--- src/rtl/vga_pkg.sv ---
// Shared VGA pipeline types: counter/colour widths and the timing-strobe bundle.
package vga_pkg;

  localparam int unsigned HCOUNT_W   = 11;
  localparam int unsigned VCOUNT_W   = 11;
  localparam int unsigned RGB_W      = 12;
  localparam int unsigned ROM_ADDR_W = 12;
  localparam int unsigned OFF_W      = 6;

  typedef struct packed {
    logic [HCOUNT_W-1:0] hcount;
    logic [VCOUNT_W-1:0] vcount;
    logic                hsync;
    logic                vsync;
    logic                hblnk;
    logic                vblnk;
  } vga_timing_t;

  // One pixel travelling down the sprite pipeline.
  typedef struct packed {
    vga_timing_t          timing;
    logic [RGB_W-1:0]     rgb;
    logic                 in_sprite;
  } pix_pipe_t;

endpackage

--- src/rtl/delay.sv ---
// Parameterised shift register, CLK_DEL stages of WIDTH bits, async reset to zero.
module delay #(
  parameter int unsigned WIDTH   = 1,
  parameter int unsigned CLK_DEL = 1
) (
  input  logic             clk,
  input  logic             rst_n,
  input  logic [WIDTH-1:0] din,
  output logic [WIDTH-1:0] dout
);

  logic [WIDTH-1:0] stage [CLK_DEL];

  always_ff @(posedge clk or negedge rst_n) begin
    if (!rst_n) begin
      for (int i = 0; i < int'(CLK_DEL); i++) stage[i] <= '0;
    end else begin
      stage[0] <= din;
      for (int i = 1; i < int'(CLK_DEL); i++) stage[i] <= stage[i-1];
    end
  end

  assign dout = stage[CLK_DEL-1];

endmodule

--- src/rtl/sprite_draw.sv ---
// Sprite overlay stage: addresses a 1-cycle-latency image ROM and composites it over rgb_in.
// Define TRANSPARENCY_EN to let TRANSPARENT_COLOR ROM pixels show the background.
module sprite_draw
  import vga_pkg::*;
#(
  parameter int unsigned SPRITE_W          = 48,
  parameter int unsigned SPRITE_H          = 64,
  parameter logic [11:0] TRANSPARENT_COLOR = 12'hF0F
) (
  input  logic        clk,
  input  logic        rst_n,
  input  logic [10:0] xpos,
  input  logic [10:0] ypos,
  input  logic [10:0] hcount_in,
  input  logic [10:0] vcount_in,
  input  logic        hsync_in,
  input  logic        vsync_in,
  input  logic        hblnk_in,
  input  logic        vblnk_in,
  input  logic [11:0] rgb_in,
  output logic [11:0] rom_addr,
  input  logic [11:0] rom_rgb,
  output logic [10:0] hcount_out,
  output logic [10:0] vcount_out,
  output logic        hsync_out,
  output logic        vsync_out,
  output logic        hblnk_out,
  output logic        vblnk_out,
  output logic [11:0] rgb_out
);

`ifdef TRANSPARENCY_EN
  localparam bit KEY_EN = 1'b1;
`else
  localparam bit KEY_EN = 1'b0;
`endif

  logic [HCOUNT_W-1:0] xpos_q;
  logic [VCOUNT_W-1:0] ypos_q;

  // Sprite position only moves at frame start so a frame is never torn.
  always_ff @(posedge clk or negedge rst_n) begin
    if (!rst_n) begin
      xpos_q <= '0;
      ypos_q <= '0;
    end else if (hcount_in == '0 && vcount_in == '0) begin
      xpos_q <= xpos;
      ypos_q <= ypos;
    end
  end

  logic [HCOUNT_W:0]   x_end_c;
  logic [VCOUNT_W:0]   y_end_c;
  logic [OFF_W-1:0]    x_off_c;
  logic [OFF_W-1:0]    y_off_c;
  logic                in_sprite_c;

  // One extra bit on the far edge keeps sprites near 2047 clipped rather than wrapped.
  assign x_end_c = {1'b0, xpos_q} + (HCOUNT_W+1)'(SPRITE_W);
  assign y_end_c = {1'b0, ypos_q} + (VCOUNT_W+1)'(SPRITE_H);
  assign x_off_c = OFF_W'(hcount_in - xpos_q);
  assign y_off_c = OFF_W'(vcount_in - ypos_q);

  assign in_sprite_c = (hcount_in >= xpos_q) && ({1'b0, hcount_in} < x_end_c) &&
                       (vcount_in >= ypos_q) && ({1'b0, vcount_in} < y_end_c) &&
                       !hblnk_in && !vblnk_in;

  pix_pipe_t pipe_in_c;
  pix_pipe_t pipe_d2;

  assign pipe_in_c = '{
    timing: '{hcount: hcount_in, vcount: vcount_in, hsync: hsync_in,
              vsync: vsync_in, hblnk: hblnk_in, vblnk: vblnk_in},
    rgb: rgb_in,
    in_sprite: in_sprite_c
  };

  // Two stages here plus the output register give the fixed 3-cycle latency.
  delay #(
    .WIDTH  ($bits(pix_pipe_t)),
    .CLK_DEL(2)
  ) u_delay (
    .clk  (clk),
    .rst_n(rst_n),
    .din  (pipe_in_c),
    .dout (pipe_d2)
  );

  logic blank_d2_c;
  logic show_rom_c;

  assign blank_d2_c = pipe_d2.timing.hblnk || pipe_d2.timing.vblnk;
  assign show_rom_c = pipe_d2.in_sprite && !(KEY_EN && (rom_rgb == TRANSPARENT_COLOR));

  always_ff @(posedge clk or negedge rst_n) begin
    if (!rst_n) begin
      rom_addr   <= '0;
      hcount_out <= '0;
      vcount_out <= '0;
      hsync_out  <= 1'b0;
      vsync_out  <= 1'b0;
      hblnk_out  <= 1'b0;
      vblnk_out  <= 1'b0;
      rgb_out    <= '0;
    end else begin
      rom_addr   <= in_sprite_c ? {y_off_c, x_off_c} : '0;
      hcount_out <= pipe_d2.timing.hcount;
      vcount_out <= pipe_d2.timing.vcount;
      hsync_out  <= pipe_d2.timing.hsync;
      vsync_out  <= pipe_d2.timing.vsync;
      hblnk_out  <= pipe_d2.timing.hblnk;
      vblnk_out  <= pipe_d2.timing.vblnk;
      if (blank_d2_c)      rgb_out <= '0;
      else if (show_rom_c) rgb_out <= rom_rgb;
      else                 rgb_out <= pipe_d2.rgb;
    end
  end

endmodule
--- config.mk ---
export PLATFORM = sky130hd
export DESIGN_NAME = sprite_draw
export DESIGN_NICKNAME = d
export VERILOG_FILES = /design/src/rtl/vga_pkg.sv /design/src/rtl/delay.sv /design/src/rtl/sprite_draw.sv
export SDC_FILE = /design/constraint.sdc
export NUM_CORES = 1
export LEC_CHECK = 0
export CELL_PAD_IN_SITES_DETAIL_PLACEMENT = 0
export CELL_PAD_IN_SITES_GLOBAL_PLACEMENT = 2
export CORE_MARGIN = 1.5
export CORE_UTILIZATION = 35
export CTS_BUF_LIST = sky130_fd_sc_hd__clkbuf_2 sky130_fd_sc_hd__clkbuf_4 sky130_fd_sc_hd__clkbuf_8
export DETAILED_ROUTE_END_ITERATION = 10
export GPL_TIMING_DRIVEN = 0
export PLACE_DENSITY_LB_ADDON = 0.1
export SYNTH_ARGS = -nofsm -noshare
export SYNTH_HDL_FRONTEND = slang
export SYNTH_SLANG_ARGS = --single-unit
--- constraint.sdc ---
create_clock -name clk -period 5.5 [get_ports clk]
set_input_delay 1.1 -clock clk [delete_from_list [all_inputs] [get_ports clk]]
set_output_delay 1.1 -clock clk [all_outputs]
set_load 0.05 [all_outputs]
# Word level (Yosys, flattened, before mapping)
# Cells that the tools add are included.
# totals
regBits,150
in_bits,74
out_inout_bits,50
elab_cells,34
# classes
add_sub_neg,4
n_lt_le_gt_ge,4
n_mux,3
n_reduce_logical,11
# op_table
operator,count
$mux W12,3
$lt A11 B12 Y1,2
$ge A11 B11 Y1,2
$logic_not A11 Y1,2
$add A11 B6 Y12 const B,1
$add A11 B7 Y12 const B,1
$sub A6 B6 Y6,2
$logic_and A1 B1 Y1,6
$logic_not A1 Y1,2
$logic_or A1 B1 Y1,1

# Depth between registers and ports, before layout
# depth
ltp_word,8
mapped_depth,10
mapped_depth_nobuf,9

# By module
# Synthesis repeated with hierarchy kept, for this count alone.
# unflattened
hier_cells,439
area_unflattened_um2,5818.1
# by_module_without_submodules
mod,instances,cells_each,area_per_inst_um2,seq_area_each_um2
sprite_draw,1,322,3573.4,1801.7
delay,1,117,2244.7,1951.9

# Least setup slack after synthesis
# OpenSTA, ideal clock, no wires.
# synth_timing
path_kind,input to register
start,input port vcount_in[0]
end,register rom_addr[2]
setup_time_ns,0.086
t_arrival_ns,2.791
t_required_ns,5.414
path_slack_ns,2.623
stages,10
n_path_buf,1
cell_sequence,inv_1 -> ha_1 -> inv_1 -> fa_1 -> a211oi_2 -> nor2_1 -> o311ai_2 -> o311ai_2 -> buf_6 -> nor3_1
# synth_via
elab_chain_len,6
word_cells_on_any_way,7
classes_between,order compare (2); mux (1); reduce/logical (4)
# synth_rtl
element,line_no,source
start: declaration,sprite_draw.sv:15,"input logic [10:0] vcount_in,"
$ge A11 B11 Y1,sprite_draw.sv:65,"(vcount_in >= ypos_q) && ({1'b0, vcount_in} < y_end_c) &&"
$logic_and A1 B1 Y1,sprite_draw.sv:64,"assign in_sprite_c = (hcount_in >= xpos_q) && ({1'b0, hcount_in} < x_end_c) &&"
$logic_and A1 B1 Y1 (*) (2 in series),sprite_draw.sv:65,
$logic_and A1 B1 Y1 (*),sprite_draw.sv:66,!hblnk_in && !vblnk_in;
$mux W12 (*),sprite_draw.sv:106,"rom_addr <= in_sprite_c ? {y_off_c, x_off_c} : '0;"
end signal: assignment,sprite_draw.sv:106,
end: declaration,sprite_draw.sv:21,"output logic [11:0] rom_addr,"
# Every way passes the cells marked *; elsewhere a longest branch is shown, timed or not.
# A chain may end at the register's enable or synchronous reset.

# Worst setup path in the final report
# layout_timing
start,input port hcount_in[0]
end,register rom_addr[8]
# layout_via
elab_chain_len,7
word_cells_on_any_way,8
classes_between,order compare (2); mux (1); reduce/logical (5)
# layout_rtl
element,line_no,source
start: declaration,sprite_draw.sv:14,"input logic [10:0] hcount_in,"
$lt A11 B12 Y1 or $ge A11 B11 Y1 (tied branches),sprite_draw.sv:64,
$logic_and A1 B1 Y1 (*) (2 in series),sprite_draw.sv:64,
$logic_and A1 B1 Y1 (*) (2 in series),sprite_draw.sv:65,
$logic_and A1 B1 Y1 (*),sprite_draw.sv:66,
$mux W12 (*),sprite_draw.sv:106,
# Marks and branches as above.

==> results.yml <==
timing:
  setup_viol: 0
  hold_ws_ns: 0.345
  maxSlewViolCount: 0
  hold_viol: 0
  fin_skew_ns: 0.00555
  layout_min_cycle_time_ns: 3.35
  fin_crit_sh: 0.609
  worst_pin_slew_ns: 0.710
  rsz0062_at_grt: "false"
  slew-limit-headroom: 0.526
  fin_tns_setup_ns: 0
  fmax_mhz: 299
floorplan:
  start_util: 0.361
  dieArea_um2: 16600
  die_h_um: 129
  fp-row-count: 45
  core_um2: 15400
  ioPinCount: 124
  die_w_um: 129
critical_path:
  crit_end: "rom_addr[8]"
  critPathArrivalTime_ns: 3.69
  path_max_fanout: 10
  worstSetupPathDepth: 11
  r2r_end: "rom_addr[8]"
  r2r_start: "xpos_q[4]"
  endpoint_kind: "register"
  crit_slowest_cell: "clkdlybuf4s50_1"
  ff2ff_path_depth: 9
  cpPeakStageDelay_ns: 0.51
  path_cells: "clkdlybuf4s50_1, inv_1, ha_1, inv_1, fa_1, a21o_1, a21oi_1, o211a_1, o32ai_2, buf_2, nor3_1"
  critPathLaunch: "hcount_in[0]"
  crit_family: "buffers and inverters"
  cp-start-kind: "primary input"
  path_buf_inv: 4
  crit_path_frequent_cell: "inv_1"
  crit_type: "in2reg"
  rrSetupSlack_ns: 3.02
  worstPathRequired_ns: 5.84
grt:
  grt_max_degree: 101
  overflow: 0
  grt_antenna_before_repair: 0
  grt_pass1_vias: 3646
  grt_use_total: 0.154
  grt_pass1_wl_um: 18900
clock_network:
  clock_sinks: 150
  htree_levels: 4
  clk_latency_ns: 0.44
  cts.clk_slew.worst_paths_ns: 0.08
  numCtsBuffers: 17
  cts_tree: "done"
  cts_repair_resize_count: 0
  clockRootBuffer: "clkbuf_8"
  hold_buffers: 0
  clock_path_buffers: 2
  cts_setup_buffers: 0
cells_and_area:
  final_common_cell: "dfrtp_1"
  drive_above_1_share: 0.102
  final_cell_mix: "150 x dfrtp_1, 122 x clkdlybuf4s50_1, 36 x ha_1"
  fin_nets: 658
  area_growth_pct: 35.4
  antenna-diode-count: 0
  fillers: 1364
  final_util: 0.489
  finalNonFillerCells: 768
synth:
  syn_inst: 403
  synth-edff-count: 0
  syn_nets: 515
  ys_seq_area_frac: 0.676
  synth.area.top_cells: "dfrtp_1 68%, ha_1 8.1%, mux2i_1 2.2%"
  yosysUniqueCellTypes: 51
  async_reset_ff_frac: 1.00
  ys_ff_latch: 150
  synth_top_area_cell: "dfrtp_1"
  syn_area_per_cell_um2: 13.8
  syn-cell-area_um2: 5550
  synthFlopType: "dfrtp_1"
  ys_warn_count: 0
  synth.top_cell.area_share: 0.676
placed_design:
  port_buffers: 123
  dp_cells: 738
  gp_congestion: 0.787
  dpl.hpwl_um: 8400
power_and_ir_drop:
  ir_drop_mv: 0.129
  power_density_nw_per_um2: 306
  power.leakage_uw: 0.00335
  fin_total_pwr_uw: 2300
drt:
  wire_per_inst_um: 14.9
  via_per_inst: 4.51
  initialDrtViolationCount: 129
  first_pass_iters: 4
  drt-total-wl_um: 11500
  drc_errors: 0
  drtAntennaViolNets: 0
  vias: 3461
run_status:
  status: "complete, no violations"
min_path:
  hp-class: "reg2reg"
run:
  max_cap_viol_count: 0
routing by layer:
metal | up-vias | track usage | share of wire
met5 | - | 0 | 0
met4 | 0 | 0.0615 | 0.015
met3 | 14 | 0.0462 | 0.050
met2 | 94 | 0.238 | 0.47
met1 | 1681 | 0.204 | 0.47
li1 | 1672 | - | -
state kept, by name, summed over array words and instances (netlist names):
register / cells
hblnk_out: 1
hcount_out: 11
hsync_out: 1
rgb_out: 12
rom_addr: 12
u_delay.dout: 39
u_delay.stage: 39
vblnk_out: 1
vcount_out: 11
vsync_out: 1
xpos_q: 11
ypos_q: 11
power breakdown:
group          switching [uW]  leakage [uW]  internal, uW
combinational             115       0.00138          90.3
sequential               9.97       0.00175          1140
clock                     400      0.000219           542
total                     525       0.00335          1770
worst reg2reg max path, delay by kind of cell, from the launching register on:
| kind | cells | cell delay [ns] |
|---|---|---|
| compound gates | 2 | 0.62 |
| xor+xnor | 1 | 0.16 |
| fa+ha+maj | 2 | 0.56 |
| buf+inv | 2 | 0.43 |
| flops | 1 | 0.39 |
| simple gates | 2 | 0.20 |
cells by family after synthesis:
logic type,share of synthesized area
simple gates,0.0797
compound gates,0.0793
flops,0.676
fa+ha+maj,0.0883
mux,0.0257
buf+inv,0.0291
xor+xnor,0.0221
through the flow:
step,cell area (um2),setup WS (ns)
4_1_cts,7520,2.18
6_report,7520,2.15
2_1_floorplan,5550,2.62
3_5_place_dp,7080,1.73
3_3_place_gp,7050,-2.50
5_1_grt,7520,2.01
Yosys cell counts (all sizes together) (3+ instances only):
cell,number
dfrtp,150
ha,36
inv,27
o21ai,25
nand2,23
nor2,22
a21oi,12
mux2i,12
nor3,11
xnor2,10
a21o,6
buf,6
nand4,6
nor4,6
a211oi,4
xor2,4
clkbuf,3
nand3,3
o211ai,3
or2,3
final cells by class:
cell class / count / area [um2] / area share
clock buffer: 18 / 241 / 0.0321
inverter: 27 / 101 / 0.0135
clock inverter: 12 / 201 / 0.0268
sequential: 150 / 3750 / 0.499
multi-input combinational: 217 / 1640 / 0.218
timing repair buffer: 124 / 1260 / 0.168
buffer: 9 / 60.1 / 0.00799
tap: 211 / 264 / 0.0351
worst min path at each step:
stage / depth (start not counted) / start / slack, ns / end
2_1_floorplan: 0 / u_delay.dout[28] / 0.33 / hcount_out[0]
3_3_place_gp: 0 / u_delay.dout[16] / 0.33 / hsync_out
3_5_place_dp: 0 / u_delay.dout[28] / 0.33 / hcount_out[0]
4_1_cts: 0 / u_delay.stage[73] / 0.35 / u_delay.dout[34]
5_1_grt: 0 / u_delay.stage[57] / 0.36 / u_delay.dout[18]
6_report: 0 / u_delay.stage[43] / 0.34 / u_delay.dout[4]
No activity file was read; power rests on OpenSTA's default activity.
